**src/rtl/spi_regfile_peripheral.sv**
```systemverilog
// spi_regfile_peripheral: SPI mode-0 register-file peripheral.
// Frames are {rw, addr, data}, MSB first, sampled through 2-FF synchronisers into clk.
// Define SPI_READBACK_EN to build the cipo readback path; otherwise cipo/cipo_oe are tied low.
module spi_regfile_peripheral #(
   parameter int unsigned NUM_REGS = 5,
   parameter int unsigned ADDR_W   = 7,
   parameter int unsigned DATA_W   = 8
) (
   input  logic                         clk,
   input  logic                         rst_n,
   input  logic                         ncs,
   input  logic                         sclk,
   input  logic                         copi,
   output logic                         cipo,
   output logic                         cipo_oe,
   output logic [NUM_REGS*DATA_W-1:0]   regs,
   output logic [NUM_REGS-1:0]          wr_strobe,
   output logic [7:0]                   err_count
);

   localparam int unsigned FRAME_W = 1 + ADDR_W + DATA_W;
   localparam int unsigned CNT_W   = $clog2(FRAME_W + 2);
   localparam logic [CNT_W-1:0] CntFull = CNT_W'(FRAME_W);
   localparam logic [CNT_W-1:0] CntSat  = CNT_W'(FRAME_W + 1);

   typedef enum logic [1:0] {StIdle, StShift, StCheck} state_e;

   logic [1:0]          ncs_sync_q, sclk_sync_q, copi_sync_q;
   logic                ncs_prev_q, sclk_prev_q;
   logic                ncs_s, sclk_s, copi_s;
   logic                ncs_rise, sclk_rise;

   state_e              state_q, state_d;
   logic [CNT_W-1:0]    cnt_q, cnt_d;
   logic [FRAME_W-1:0]  rx_q, rx_d;

   logic [DATA_W-1:0]   regs_q [NUM_REGS];
   logic [NUM_REGS-1:0] strobe_q;
   logic [7:0]          err_q;

   logic                fr_rw;
   logic [ADDR_W-1:0]   fr_addr;
   logic [DATA_W-1:0]   fr_data;
   logic [NUM_REGS-1:0] fr_hit;
   logic                len_ok, addr_ok, do_write, do_err;

   assign ncs_s     = ncs_sync_q[1];
   assign sclk_s    = sclk_sync_q[1];
   assign copi_s    = copi_sync_q[1];
   assign ncs_rise  = ncs_s & ~ncs_prev_q;
   assign sclk_rise = sclk_s & ~sclk_prev_q;

   // Pin synchronisers plus one-cycle-delayed copies for edge detection.
   always_ff @(posedge clk or negedge rst_n) begin
      if (!rst_n) begin
         ncs_sync_q  <= 2'b11;
         sclk_sync_q <= 2'b00;
         copi_sync_q <= 2'b00;
         ncs_prev_q  <= 1'b1;
         sclk_prev_q <= 1'b0;
      end else begin
         ncs_sync_q  <= {ncs_sync_q[0], ncs};
         sclk_sync_q <= {sclk_sync_q[0], sclk};
         copi_sync_q <= {copi_sync_q[0], copi};
         ncs_prev_q  <= ncs_s;
         sclk_prev_q <= sclk_s;
      end
   end

   // Frame FSM next state, bit counter and receive shift register.
   always_comb begin
      state_d = state_q;
      cnt_d   = cnt_q;
      rx_d    = rx_q;
      case (state_q)
         StIdle: begin
            cnt_d = '0;
            if (!ncs_s) state_d = StShift;
         end
         StShift: begin
            if (sclk_rise) begin
               rx_d = {rx_q[FRAME_W-2:0], copi_s};
               if (cnt_q != CntSat) cnt_d = cnt_q + 1'b1;
            end
            if (ncs_rise) state_d = StCheck;
         end
         StCheck: begin
            cnt_d   = '0;
            state_d = StIdle;
         end
         default: state_d = StIdle;
      endcase
   end

   // FSM, counter and receive register state.
   always_ff @(posedge clk or negedge rst_n) begin
      if (!rst_n) begin
         state_q <= StIdle;
         cnt_q   <= '0;
         rx_q    <= '0;
      end else begin
         state_q <= state_d;
         cnt_q   <= cnt_d;
         rx_q    <= rx_d;
      end
   end

   assign fr_rw   = rx_q[FRAME_W-1];
   assign fr_addr = rx_q[FRAME_W-2 -: ADDR_W];
   assign fr_data = rx_q[DATA_W-1:0];

   // One-hot decode of the frame address; all-zero when the address is out of range.
   always_comb begin
      fr_hit = '0;
      for (int i = 0; i < NUM_REGS; i++) begin
         fr_hit[i] = (fr_addr == ADDR_W'(i));
      end
   end

   assign len_ok   = (cnt_q == CntFull);
   assign addr_ok  = |fr_hit;
   assign do_write = (state_q == StCheck) && len_ok && fr_rw && addr_ok;
`ifdef SPI_READBACK_EN
   assign do_err   = (state_q == StCheck) && !(len_ok && addr_ok);
`else
   // Without readback, any correct-length read is dropped quietly.
   assign do_err   = (state_q == StCheck) && !(len_ok && (addr_ok || !fr_rw));
`endif

   // Register commit, write strobes and saturating error counter.
   always_ff @(posedge clk or negedge rst_n) begin
      if (!rst_n) begin
         for (int i = 0; i < NUM_REGS; i++) regs_q[i] <= '0;
         strobe_q <= '0;
         err_q    <= '0;
      end else begin
         for (int i = 0; i < NUM_REGS; i++) begin
            if (do_write && fr_hit[i]) regs_q[i] <= fr_data;
         end
         strobe_q <= do_write ? fr_hit : '0;
         if (do_err && (err_q != 8'hFF)) err_q <= err_q + 8'd1;
      end
   end

   for (genvar g = 0; g < NUM_REGS; g++) begin : g_regs
      assign regs[g*DATA_W +: DATA_W] = regs_q[g];
   end

   assign wr_strobe = strobe_q;
   assign err_count = err_q;

`ifdef SPI_READBACK_EN
   localparam logic [CNT_W-1:0] CntPreHdr = CNT_W'(ADDR_W);
   localparam logic [CNT_W-1:0] CntHdr    = CNT_W'(1 + ADDR_W);

   logic                sclk_fall;
   logic                hdr_done, hdr_rw;
   logic [ADDR_W-1:0]   hdr_addr;
   logic [DATA_W-1:0]   rd_data;
   logic [DATA_W-1:0]   tx_q, tx_d;

   assign sclk_fall = ~sclk_s & sclk_prev_q;
   // Header completes on the rising edge that takes the counter to 1+ADDR_W.
   assign hdr_done  = (state_q == StShift) && sclk_rise && (cnt_q == CntPreHdr);
   assign hdr_rw    = rx_d[ADDR_W];
   assign hdr_addr  = rx_d[ADDR_W-1:0];

   // Read mux; out-of-range addresses return zero.
   always_comb begin
      rd_data = '0;
      for (int i = 0; i < NUM_REGS; i++) begin
         if (hdr_addr == ADDR_W'(i)) rd_data = regs_q[i];
      end
   end

   // Transmit register: load on header, then shift on falling edges inside the data field.
   // The falling edge right after the header is skipped so the MSB is held for the
   // controller's first data-field sample.
   always_comb begin
      tx_d = tx_q;
      if (state_q == StIdle) begin
         tx_d = '0;
      end else if (state_q == StShift) begin
         if (hdr_done && !hdr_rw) begin
            tx_d = rd_data;
         end else if (sclk_fall && (cnt_q > CntHdr)) begin
            tx_d = {tx_q[DATA_W-2:0], 1'b0};
         end
      end
   end

   // Transmit shift register state.
   always_ff @(posedge clk or negedge rst_n) begin
      if (!rst_n) tx_q <= '0;
      else        tx_q <= tx_d;
   end

   assign cipo_oe = ~ncs_s;
   assign cipo    = cipo_oe & tx_q[DATA_W-1];
`else
   assign cipo_oe = 1'b0;
   assign cipo    = 1'b0;
`endif

endmodule

```
**config.mk**
```make
export PLATFORM = sky130hd
export DESIGN_NAME = spi_regfile_peripheral
export DESIGN_NICKNAME = d
export VERILOG_FILES = /design/src/rtl/spi_regfile_peripheral.sv
export SDC_FILE = /design/constraint.sdc
export NUM_CORES = 1
export LEC_CHECK = 0
export ABC_AREA = 1
export CORE_ASPECT_RATIO = 2
export CORE_UTILIZATION = 39
export CTS_BUF_LIST = sky130_fd_sc_hd__clkbuf_16
export DETAILED_ROUTE_END_ITERATION = 6
export PLACE_DENSITY = 0.6
export SLEW_MARGIN = 20
export SYNTH_ARGS = -nofsm -noshare
export SYNTH_HDL_FRONTEND = slang
export SYNTH_SLANG_ARGS = --single-unit
```
**constraint.sdc**
```tcl
create_clock -name clk -period 2.53 [get_ports clk]
set_clock_uncertainty 0.05 [all_clocks]
set_input_delay 0.506 -clock clk [delete_from_list [all_inputs] [get_ports clk]]
set_output_delay 0.506 -clock clk [all_outputs]
set_load 0.03 [all_outputs]
```
# --- Word level (Yosys, flattened, before mapping) ---
# Index checks and enable logic that the tools add are counted.
totals:
  regBits: 84
  word_cells: 63
op_classes:
  n_addsub: 2
  eq_ne: 13
  mux: 7
  n_bitwise: 4
  reduce_logical: 22
op_table:
  columns: ["cell", "count"]
  rows:
  - ["5-bit 2-to-1 mux", 3]
  - ["7-bit by 2-bit equality test with 1-bit output (second input constant)", 2]
  - ["1-bit logical AND", 11]
  - ["5-bit case mux with 2 select lines", 1]
  - ["8-bit by 1-bit adder with 8-bit output (second input constant)", 1]
  - ["2-bit != test (second input constant)", 4]
  - ["8-bit != test (second input constant)", 1]
  - ["7-bit by 1-bit equality test with 1-bit output (second input constant)", 1]
  - ["7-bit by 3-bit equality test with 1-bit output (second input constant)", 1]
  - ["7-bit logical NOT", 1]
  - ["5-bit by 1-bit adder with 5-bit output (second input constant)", 1]
  - ["5-bit equality test (second input constant)", 1]
  - ["5-bit != test (second input constant)", 1]
  - ["5-bit OR reduction", 1]
  - ["2-bit 2-to-1 mux", 2]
  - ["2-bit case mux with 2 select lines", 1]
  - ["2-bit AND reduction", 2]
  - ["3-bit AND reduction", 1]
  - ["1-bit bitwise AND", 2]
  - ["2-bit by 1-bit equality test with 1-bit output (second input constant)", 1]
  - ["2-bit equality test (second input constant)", 1]
  - ["1-bit logical NOT", 2]
  - ["2-bit logical NOT", 1]
  - ["1-bit NOT", 2]
  - ["other kinds (3)", 3]

# --- Depth between registers and ports, before layout ---
logic_depth:
  ltp_word: 7
  mapped_depth: 9
  mapped_depth_nobuf: 9

# --- Worst setup path before layout ---
# Ideal clock, no wire load.
synth_timing:
  kind: "register to register"
  startpoint: "register err_q[0] (netlist: err_count[0])"
  endpoint: "register err_q[5] (netlist: err_count[5])"
  setup_ns: 0.065
  t_arrival_ns: 1.517
  slack_ns: 0.898
  path_stages_with_launch: 8
  path_buffers: 0
  period_less_slack_ns: 1.632
  path_cell_list: "dfrtp_1 > ha_1 > nand3_1 > nor2_1 > nand3_2 > nand2_2 > nand2_1 > nand2_1"
synth_between:
  elab_chain_cells: 2
  elab_cells_between_ends: 3
synth_lines:
  columns: ["element", "line", "text"]
  rows:
  - ["start, declared", "39", "logic [7:0] err_q;"]
  - ["start signal, assigned", "141", "if (do_err && (err_q != 8'hFF)) err_q <= err_q + 8'd1;"]
  - ["branches (longest 2 deep; another with 8-bit by 1-bit adder with 8-bit output)", null, null]
# Several ways; the timed one is not identified.
# A chain may end at the register's enable or synchronous reset.

# --- Worst setup path in the final report ---
layout_timing:
  startpoint: "register err_q[5] (netlist: err_count[5])"
  endpoint: "output port err_count[5]"
layout_rtl:
  columns: ["element", "line", "text"]
  rows:
  - ["end, declared", "18", "output logic [7:0] err_count"]
# No word-level cell between the ends.

==> impl_metrics.ini <==
[worst_setup_path]
crit_arrival_ns = 1.47
crit_path_max_incr_delay_ns = 0.70
cp-end-kind = output port
crit_fanout = 6
critical-path-top-delay-family = buffers and inverters
crit_buf_inv = 1
cp_cell_sequence = clkdlybuf4s50_1
worstSetupStartpointType = flop
critPathRequiredTime_ns = 1.97
critPathKind = flop to output port
slowest_stage = clkdlybuf4s50_1

[grt]
gr-total-overflow = 0
grtUsageTotal_pct = 16.81
grt_pass1_vias = 2410
grt_max_degree = 46
grt_pass1_wl_um = 12160
antenna_found_initial = 0

[yosys]
ys_ff_latch = 84
synth_area_um2 = 3601
synth_common_cells = nand2_1 (87), dfrtp_1 (81), o21ai_2 (32)
yosysMostFrequentCell = nand2_1
yosys.area.top_type_share_pct = 56.29
synthArstFlopShare_pct = 100.0
synth_cell_type_count = 30
netlist_top_cells_area = dfrtp_1 (56%), nand2_1 (9.1%), o21ai_2 (7.8%)
post-synth-top-area-cell = dfrtp_1
yosysSeqAreaShare_pct = 58.48
synth_edf_count = 0
yosys_warnings = 0
synthCells = 345
synth_ff_type = dfrtp_1
syn_avg_cell_area_um2 = 10.44

[cts]
cts_hold_buffers = 0
path_clk_slew_ns = 0.06
clkSinkCount = 84
cts-root-buf = clkbuf_16
cts_setup_buffers = 0
insertion_delay_ns = 0.33
clockBufferDepth = 2
cts_made_buffers = 9
cts_tree = built
h-tree-depth = 3
cts_resized = 0

[sta]
fin_crit_sh_pct = 79.94
timing.final.max_slew_violations = 0
setup_viol = 0
slew-limit-headroom_pct = 44.08
period_minus_slack_ns = 2.022
tightest_slew_ns = 0.8367
tns_ns = 0
rsz0062_at_grt = false
finalHoldViolations = 0
fmax_mhz = 494.5

[route]
drt-initial-drc-count = 84
dr.pass1.iters = 4
wirelength_um = 7528
route.vias.total = 2460
detail_route.wl_per_cell_um = 14.67
drc = 0
ant_nets = 0
vias_per_cell = 4.795

[pwr]
ir_drop_mv = 0.5191
p_per_area_nw_per_um2 = 743.7
leakagePower_nw = 2.088

[place]
dp.cells = 497
port_buffers = 57
gp_congestion = 0.7052
dp_hpwl_um = 5396

[floorplan]
core_area_um2 = 8951
start_util_pct = 40.23
fp.dieW_um = 69.95
dieHeight_um = 137.9
fp.dieArea_um2 = 9645
pin_count = 60
row_count = 49

[final_layout]
antenna_cells = 0
fin_cells = 513
drive_gt1_share_pct = 21.17
area_growth_pct = 25.54
nets = 415

[run]
drv_cap = 0

[hold_path]
holdCritPathClass = input port to async pin

[outcome]
outcome = finished clean
## final timing paths
path	slack, ns	from	end	depth (start not counted)
min in group clk	0.31	sclk_sync_q[0]	sclk_sync_q[1]	0
worst min-delay path	0.11	rst_n	regs[33]	1
max in group asynchronous	1.63	rst_n	err_count[3]	2
worst min register to register	0.31	sclk_sync_q[0]	sclk_sync_q[1]	0
worst max register to register	0.77	state_q[0]	rx_q[1]	4
worst max-delay path	0.51	err_count[5]	err_count[5]	1
## flip-flops by register name, indices dropped and copies added (netlist names)
| name | cells |
|---|---|
| copi_sync_q | 2 |
| regs | 40 |
| rx_q | 16 |
| sclk_prev_q | 1 |
| err_count | 8 |
| cnt_q | 5 |
| ncs_prev_q | 1 |
| wr_strobe | 5 |
| state_q | 2 |
| sclk_sync_q | 2 |
| ncs_sync_q | 2 |
## cell usage in the layout, fill, tap and decap left out, types with 3 or more instances in the layout
cell | netlist | routed
ha_1 | 4 | 4
nand3b_1 | 3 | 3
o21ai_2 | 32 | 32
a21oi_1 | 3 | 3
nor3_1 | 5 | 5
dfrtp_1 | 81 | 81
nor2_1 | 11 | 11
clkdlybuf4s50_1 | 0 | 56
dfstp_2 | 3 | 3
nand3_1 | 19 | 19
o21ai_0 | 17 | 17
clkbuf_16 | 0 | 9
nand2_1 | 87 | 87
nand3_4 | 4 | 4
nand2_2 | 9 | 9
inv_2 | 8 | 8
buf_4 | 2 | 4
nand2_4 | 3 | 3
o21ai_1 | 8 | 8
inv_1 | 21 | 21
xor2_1 | 4 | 4
## cells by family (layout without fill, tap and decap cells)
logic type	after synthesis	in the layout	synth area share, %
buf+inv	40	105	5.663
compound gates	60	60	11.67
flops	84	84	58.48
xor+xnor	5	5	1.216
simple gates	151	151	21.47
other cells	1	2	0.1041
fa+ha+maj	4	4	1.390
## layout make-up
cell class / instances / area [um^2]
flip-flops and latches: 84 / 2106
clock inverters: 7 / 67.56
fillers: 838 / 4431
well taps: 102 / 127.6
repair buffers: 60 / 590.6
multi-input cells: 222 / 1295
clock buffers: 9 / 225.2
inverters: 29 / 108.9
## power breakdown
part / leakage, nW / switching, mW / internal (mW)
logic: 0.823 / 0.403 / 0.142
registers: 1.13 / 0.0929 / 1.46
clock network: 0.139 / 0.510 / 0.758
total: 2.09 / 1.01 / 2.36
## routing by layer
layer | track usage [%] | wire length (um) | up-vias
met4 | 7.778 | 179 | 0
met1 | 18.51 | 2994 | 1178
li1 | - | - | 1229
met3 | 4.651 | 292 | 9
met2 | 29.81 | 4062 | 44
met5 | 0 | 0 | -
## metrics by stage
stage | instance area (um^2) | hold WS, ns | setup WS [ns] | util, % | power [mW]
detailed placement | 4228 | 0.2964 | 0.7885 | 47.23 | 2.125
global placement | 4228 | 0.2812 | 0.8110 | 47.23 | 2.111
global route | 4521 | 0.1568 | 0.4557 | 50.50 | 3.524
finish | 4521 | 0.1138 | 0.5076 | 50.50 | 3.362
floorplan | 3605 | 0.1604 | 0.8977 | - | 1.913
CTS | 4521 | 0.1227 | 0.4932 | 50.50 | 3.407
No activity file was read; power rests on OpenSTA's default activity.
